`src/rtl/master_req_queue.sv`:
```
// Four-entry request FIFO that issues one transaction at a time to a crossbar master port
// and returns a single-cycle response pulse per completed transaction.
module master_req_queue #(
   parameter int DATA_WIDTH = 32,
   parameter int ADDR_WIDTH = 16,
   parameter int DEPTH      = 4
) (
   input  logic                  clock,
   input  logic                  reset,
   input  logic                  in_valid,
   output logic                  in_ready,
   input  logic                  in_cmd,
   input  logic [ADDR_WIDTH-1:0] in_addr,
   input  logic [DATA_WIDTH-1:0] in_wdata,
   output logic                  req_m,
   output logic                  cmd_m,
   output logic [ADDR_WIDTH-1:0] addr_m,
   output logic [DATA_WIDTH-1:0] wdata_m,
   input  logic                  ack_m,
   input  logic [DATA_WIDTH-1:0] rdata_m,
   output logic                  resp_valid,
   output logic                  resp_cmd,
   output logic [DATA_WIDTH-1:0] resp_rdata,
   output logic [2:0]            count
);

   typedef enum logic [1:0] {IDLE, REQ, RESP} state_t;

   state_t                r_state;
   state_t                w_nextState;
   logic [1:0]            r_wrPtr;
   logic [1:0]            r_rdPtr;
   logic [2:0]            r_count;
   logic                  r_memCmd  [DEPTH];
   logic [ADDR_WIDTH-1:0] r_memAddr [DEPTH];
   logic [DATA_WIDTH-1:0] r_memWdata[DEPTH];
   logic                  r_reqM;
   logic                  r_cmdM;
   logic [ADDR_WIDTH-1:0] r_addrM;
   logic [DATA_WIDTH-1:0] r_wdataM;
   logic                  r_respValid;
   logic                  r_respCmd;
   logic [DATA_WIDTH-1:0] r_respRdata;
   logic                  w_push;
   logic                  w_pop;
   logic                  w_load;

   assign in_ready = (r_count != 3'd4);
   assign w_push   = in_valid && in_ready;
   assign w_pop    = (r_state == REQ) && ack_m;
   // A new head is presented whenever we leave IDLE or RESP with entries waiting.
   assign w_load   = (w_nextState == REQ) && (r_state != REQ);

   always_comb begin
      w_nextState = r_state;
      case (r_state)
         IDLE:    if (r_count != 3'd0) w_nextState = REQ;
         REQ:     if (ack_m) w_nextState = RESP;
         RESP:    w_nextState = (r_count != 3'd0) ? REQ : IDLE;
         default: w_nextState = IDLE;
      endcase
   end

   always_ff @(posedge clock or posedge reset) begin
      if (reset) begin
         r_state <= IDLE;
         r_wrPtr <= 2'd0;
         r_rdPtr <= 2'd0;
         r_count <= 3'd0;
      end else begin
         r_state <= w_nextState;
         if (w_push) r_wrPtr <= r_wrPtr + 2'd1;
         if (w_pop)  r_rdPtr <= r_rdPtr + 2'd1;
         r_count <= r_count + {2'b00, w_push} - {2'b00, w_pop};
      end
   end

   always_ff @(posedge clock) begin
      if (w_push) begin
         r_memCmd[r_wrPtr]   <= in_cmd;
         r_memAddr[r_wrPtr]  <= in_addr;
         r_memWdata[r_wrPtr] <= in_wdata;
      end
   end

   always_ff @(posedge clock or posedge reset) begin
      if (reset) begin
         r_reqM      <= 1'b0;
         r_cmdM      <= 1'b0;
         r_addrM     <= '0;
         r_wdataM    <= '0;
         r_respValid <= 1'b0;
         r_respCmd   <= 1'b0;
         r_respRdata <= '0;
      end else begin
         r_respValid <= w_pop;
         if (w_load) begin
            r_reqM   <= 1'b1;
            r_cmdM   <= r_memCmd[r_rdPtr];
            r_addrM  <= r_memAddr[r_rdPtr];
            r_wdataM <= r_memWdata[r_rdPtr];
         end else if (w_pop) begin
            r_reqM <= 1'b0;
         end
         // Writes report zero data so the host never sees a stale read value.
         if (w_pop) begin
            r_respCmd   <= r_cmdM;
            r_respRdata <= r_cmdM ? '0 : rdata_m;
         end
      end
   end

   assign req_m      = r_reqM;
   assign cmd_m      = r_cmdM;
   assign addr_m     = r_addrM;
   assign wdata_m    = r_wdataM;
   assign resp_valid = r_respValid;
   assign resp_cmd   = r_respCmd;
   assign resp_rdata = r_respRdata;
   assign count      = r_count;

endmodule

```
`config.mk`:
```
export PLATFORM = sky130hd
export DESIGN_NAME = master_req_queue
export DESIGN_NICKNAME = d
export VERILOG_FILES = /design/src/rtl/master_req_queue.sv
export SDC_FILE = /design/constraint.sdc
export NUM_CORES = 1
export LEC_CHECK = 0
export CELL_PAD_IN_SITES_DETAIL_PLACEMENT = 1
export CELL_PAD_IN_SITES_GLOBAL_PLACEMENT = 1
export CORE_AREA = 2 2 158 160
export CTS_CLUSTER_DIAMETER = 30
export DETAILED_ROUTE_END_ITERATION = 12
export DIE_AREA = 0 0 160 162
export DONT_BUFFER_PORTS = 1
export HOLD_SLACK_MARGIN = 0.1
export PLACE_DENSITY_LB_ADDON = 0.1
export SLEW_MARGIN = 20
export SYNTH_ARGS = -nofsm -noshare
export SYNTH_HDL_FRONTEND = slang
export SYNTH_SLANG_ARGS = --single-unit
```
`constraint.sdc`:
```
create_clock -name clock -period 3.6 [get_ports clock]
set_input_delay 1.08 -clock clock [delete_from_list [all_inputs] [get_ports clock]]
set_output_delay 1.08 -clock clock [all_outputs]
set_load 0.005 [all_outputs]
```
==> results of run 1 <==
[power by group through the flow]
stage / logic, mW / clock network [mW] / registers, mW
2_1_floorplan: 2.19 / 0 / 5.05
3_3_place_gp: 2.55 / 0 / 5.39
3_5_place_dp: 2.65 / 0 / 5.43
4_1_cts: 2.67 / 5.12 / 5.39
5_1_grt: 2.86 / 5.30 / 5.47
6_report: 2.60 / 5.02 / 5.34
[registers in the layout, indices dropped and copies added (netlist names)]
signal and cells:
addr_m 16, r_rdPtr 2, count 3, req_m 1, r_state 2, resp_cmd 1
r_wrPtr 2, r_memCmd 4, resp_rdata 32, resp_valid 1, r_memWdata 128, r_memAddr 64
wdata_m 32, cmd_m 1
[final timing paths]
path	end	depth (start not counted)	slack, ns
min in group asynchronous	wdata_m[21]$_DFFE_PP0P_	1	0.55
min reg2reg	resp_rdata[11]$_DFFE_PP0P_	2	0.51
min	resp_rdata[11]$_DFFE_PP0P_	2	0.51
max reg2reg	count[2]$_DFF_PP0_	10	1.10
max	in_ready	1	1.0
max in group asynchronous	r_rdPtr[0]$_DFFE_PP0P_	2	2.30
[stage by stage]
stage	cell area, sq um	power [mW]	util	worst slack (ns)	hold slack (ns)
final	13100	13.0	0.542	1.00	0.513
after global routing	13100	13.6	0.542	0.924	0.549
after CTS	13100	13.2	0.542	0.957	0.518
after detailed placement	11200	8.08	0.465	1.02	0.509
after global placement	11200	7.94	0.465	1.06	0.499
after floorplan	10800	7.24	-	0.0997	0.470
[routing by layer]
metal,vias to the layer above,track usage
met2,179,0.294
met4,0,0.0606
met1,2673,0.203
met5,-,0
li1,2198,-
met3,46,0.0679
[cell usage in the layout (no fill, tap or decap), types with 2 or more instances in the layout]
cell and n:
edfxtp_1 196, dfrtp_1 91, clkbuf_16 54, mux2_2 49, mux4_2 48, nand2_1 36, nand2b_1 33, o21ai_0 24
buf_4 11, inv_1 8, o21ai_1 8, bufinv_16 8, clkinv_2 7, ha_1 6, clkinv_1 6, clkinvlp_4 6
xnor2_1 5, inv_6 5, clkbuf_8 5, clkbuf_1 5, and3_2 4, buf_12 3, clkinv_4 2
[cell type report]
class,instances,area (sq um)
Sequential cell,289,8220
Inverter,9,36.3
Fill cell,2142,11000
Clock inverter,35,420
Tap cell,324,405
Clock buffer,64,1440
Timing Repair Buffer,14,143
Multi-Input combinational cell,223,2400
[cell families (layout without fill, tap and decap cells)]
group / count (synthesis) / in the layout / synth area share
AOI/OAI and AO/OA: 34 / 34 / 0.0161
and+or+nand+nor: 78 / 78 / 0.0371
buffers and inverters: 36 / 122 / 0.0174
DFF: 289 / 289 / 0.761
muxes: 99 / 99 / 0.155
adders and majority gates: 7 / 7 / 0.00881
xor gates and xnor gates: 5 / 5 / 0.00406
==> reports/results.ini, run 1 <==
[drt]
post_drt_wl_per_cell_microns=22.8
topRoutingLayerUsed=met4
wl_met1_mm=8.50
drt_pre_antenna_iters=4
totalWireLength_mm=21.8
num_vias=5096
route.met2.wl_mm=10.9
antenna_left=0
route.met3.wl_mm=1.98
route.detailed.drc=0
drt_first_iter_violations=329
via_per_inst=5.32

[floorplanning]
die_w_microns=160
start_util=0.448
die-area_sq_mm=0.0259
io_pins=173
dieHeight_microns=162
rows=57
core_area_sq_mm=0.0241

[critical_path]
r2r-start=count[1]$_DFF_PP0_
cp-end-kind=output port
cp_slowest_cell=or3b_1
crit_fanout=6
crit_required_ns=2.52
start_kind=flip-flop
cpPeakStageDelay_ns=0.54
crit_type=reg2out
critPathTopFamily=simple AND/OR/NAND/NOR gates
critPathArrivalTime_ns=1.52
crit_start=count[1]$_DFF_PP0_
cp_num_buf_inv=0
worstPathCellList=or3b_1

[yosys]
yosys_warnings=0
syn-num-nets=640
synthArstFlopShare=0.322
synth_top_area_cell=edfxtp_1
syn_area_sq_mm=0.0108
synthCells=548
synth.area.top_cells=edfxtp_1 55%, dfrtp_1 22%, mux4_2 10%, mux2_2 5.1%, nand2b_1 1.9%
synth_ff_type=edfxtp_1
ys_seq_area_frac=0.761
synthTopCellsByCount=196 x edfxtp_1, 93 x dfrtp_1, 49 x mux2_2, 48 x mux4_2, 36 x nand2_1
synth.most_common_cell=edfxtp_1
syn_avg_cell_area_sq_um=19.7
synth-edff-count=196
yosys.cell_types.count=25
ys_ff_latch=289
netlist.area_leader.share=0.546

[cells_and_area]
drive_gt1_frac=0.330
diodes=0
nets=683
fin_cells=958
syn_to_final_growth_pct=21.1

[power]
power_frac_clock=0.388
p_comb_frac=0.200
netSwitchingFraction=0.274
power.leakage_nw=4.76
p_int_mw=9.41
peakVddDrop_uv=507
power_frac_seq=0.412
p_switching_mw=3.54
power_density_mw_per_mm2=992

[outcome]
status=completed

[clock_tree]
htree_levels=2
cts_resized=0
cts-buffers-inserted=54
cts_tree=done
cts_max_path_buffers=3
clkSlewWorstSetupHoldPaths_ns=0.04
cts.sinks=289
cts_root_buf=clkbuf_16
cts_setup_buffers=0
hold_buffers=0
clk_latency_ns=0.55

[flow_run]
max_cap_violations=0

[sta]
setup_tns_ns=0
fin_worst_skew_ns=0.0287
setup_viol=0
final-hold-violation-count=0
timing.fmax_ghz=0.385
period_share=0.722
slew_viol_final=0
slew_headroom=0.391
rsz0062_at_grt=no
tightest_slew_ns=0.911
timing.final.crit_period_ns=2.60

[placed_design]
routabilityCongestion=0.739
dp.cells=859
io_buffers=0
place_hpwl_mm=12.8

[grt]
grt_max_degree=69
grt_pass1_wl_mm=34.0
antenna_found_initial=0
grt_use_total=0.173
grt-ovfl-total=0
grt_pass1_vias=5771

[hold_path]
worstHoldStart=resp_rdata[11]$_DFFE_PP0P_
hold_path.class=reg2reg

Power figures use the tool's default switching activity.
==> run 2, diff against run 1 <==
==> constraint.sdc (replaced) <==
create_clock -name clock -period 2.5 [get_ports clock]
set_input_delay 0.75 -clock clock [delete_from_list [all_inputs] [get_ports clock]]
set_output_delay 0.75 -clock clock [all_outputs]
set_load 0.005 [all_outputs]
==> reports/results.ini, run 2 (same netlist as run 1, synthesis figures left out) <==
[outcome]
status=completed

[power]
power_frac_seq=0.379
netSwitchingFraction=0.261
power.leakage_nw=4.96
power_density_mw_per_mm2=1470
power_frac_clock=0.414
p_comb_frac=0.207
p_int_mw=14.7
finalPower_mw=19.8
p_switching_mw=5.17
peakVddDrop_uv=800

[cells_and_area]
syn_to_final_growth_pct=25.0
fillerInstances=2138
top_regs=r_memWdata: 128 flops, r_memAddr: 64 flops
mostFrequentLayoutCell=edfxtp_1
drive_gt1_frac=0.346
layout_common_cells=196 x edfxtp_1, 90 x dfrtp_1, 58 x clkbuf_16
diodes=0
nets=691
top_register=r_memWdata
largest_reg_flops=128

[clock_tree]
htree_levels=2
cts.sinks=289
cts_max_path_buffers=3
cts-buffers-inserted=56
hold_buffers=0
cts_tree=done
cts_root_buf=clkbuf_16
clk_latency_ns=0.54
clkSlewWorstSetupHoldPaths_ns=0.05

[drt]
route.detailed.drc=0
via_per_inst=5.27
antenna_left=0
totalWireLength_mm=22.0
num_vias=5106
post_drt_wl_per_cell_microns=22.7
drt_first_iter_violations=240
drt_pre_antenna_iters=4

[floorplanning]
core_area_sq_mm=0.0241
io_pins=173
rows=57
start_util=0.448
die-area_sq_mm=0.0259
die_w_microns=160
dieHeight_microns=162

[hold_path]
hold_path.class=in2async

[placed_design]
place_hpwl_mm=13.3
io_buffers=0
routabilityCongestion=0.707

[grt]
grt_use_total=0.176
grt_pass1_wl_mm=34.7
antenna_found_initial=0
grt-ovfl-total=0
grt_pass1_vias=5839
grt_max_degree=69

[critical_path]
r2r-start=count[0]$_DFF_PP0_
reg2reg_depth=10
start_kind=flip-flop
cp-end-kind=flip-flop
crit_required_ns=2.91
crit_fanout=4
crit_type=reg2reg
reg2reg_slack_ns=0.16
critPathArrivalTime_ns=2.75
rr_endpoint=count[2]$_DFF_PP0_

[sta]
slew_viol_final=0
tightest_slew_ns=0.754
timing.final.crit_period_ns=2.34
period_share=0.936
setup_viol=0
timing.fmax_ghz=0.427
slew_headroom=0.496
rsz0062_at_grt=no
fin_worst_skew_ns=0.0177
final-hold-violation-count=0
setup_tns_ns=0

[flow_run]
max_cap_violations=0

run 2: final cells by class:
type	instances	area [sq um]	share of cell area
timing repair buffer	20	300	0.0223
clock buffer	70	1570	0.116
clock inverter	34	552	0.0409
tap	324	405	0.0301
multi-input combinational	223	2410	0.178
inverter	9	37.5	0.00278
sequential	289	8220	0.609
run 2: per-stage QoR:
stage               std cells  setup WS, ns   util  hold WS (ns)  cell area (sq um)
floorplan                 548         0.130      -         0.470              10800
global placement          865         0.244  0.471         0.497              11400
detailed placement        865         0.146  0.471         0.504              11400
CTS                       969         0.147  0.559         0.154              13500
global route              969        0.0174  0.560         0.179              13500
finish                    969         0.160  0.560         0.163              13500
run 2: power groups by stage:
stage          clock (mW)  combinational (mW)  sequential, mW
4_1_cts              8.37                4.22            7.56
5_1_grt              8.61                4.53            7.69
3_5_place_dp            0                4.19            7.62
6_report             8.21                4.10            7.52
2_1_floorplan           0                3.16            7.27
3_3_place_gp            0                4.05            7.55
run 2: how the worst max path moves through the flow:
stage                       start                        end  slack (ns)
2_1_floorplan            in_valid  r_memAddr[0][0]$_DFFE_PP_        0.13
3_3_place_gp   count[0]$_DFF_PP0_         count[2]$_DFF_PP0_        0.24
6_report       count[0]$_DFF_PP0_         count[2]$_DFF_PP0_        0.16
5_1_grt        count[0]$_DFF_PP0_         count[2]$_DFF_PP0_        0.02
3_5_place_dp   count[0]$_DFF_PP0_         count[2]$_DFF_PP0_        0.15
4_1_cts        count[0]$_DFF_PP0_         count[2]$_DFF_PP0_        0.15
run 2: worst max-delay path, stage by stage, from the launching register on:
cell and delay [ns]:
dfrtp_1 0.44, or3b_1 0.40, and2_4 0.19, inv_1 0.06, ha_1 0.22, inv_1 0.06
ha_1 0.13, inv_1 0.05, fa_1 0.40, xnor2_2 0.16, xnor2_1 0.12
run 2: layer usage:
| layer | vias to the layer above | GRT usage | routed length (microns) |
|---|---|---|---|
| li1 | 2226 | - | - |
| met1 | 2651 | 0.215 | 8600 |
| met2 | 184 | 0.294 | 11000 |
| met3 | 45 | 0.0682 | 2030 |
| met4 | 0 | 0.0541 | 443 |
| met5 | - | 0 | 0 |
run 2: repair_timing:
item                       4_1_cts  5_1_grt
buffers inserted                 0        0
resized for setup                0        2
setup endpoints to repair        0        1
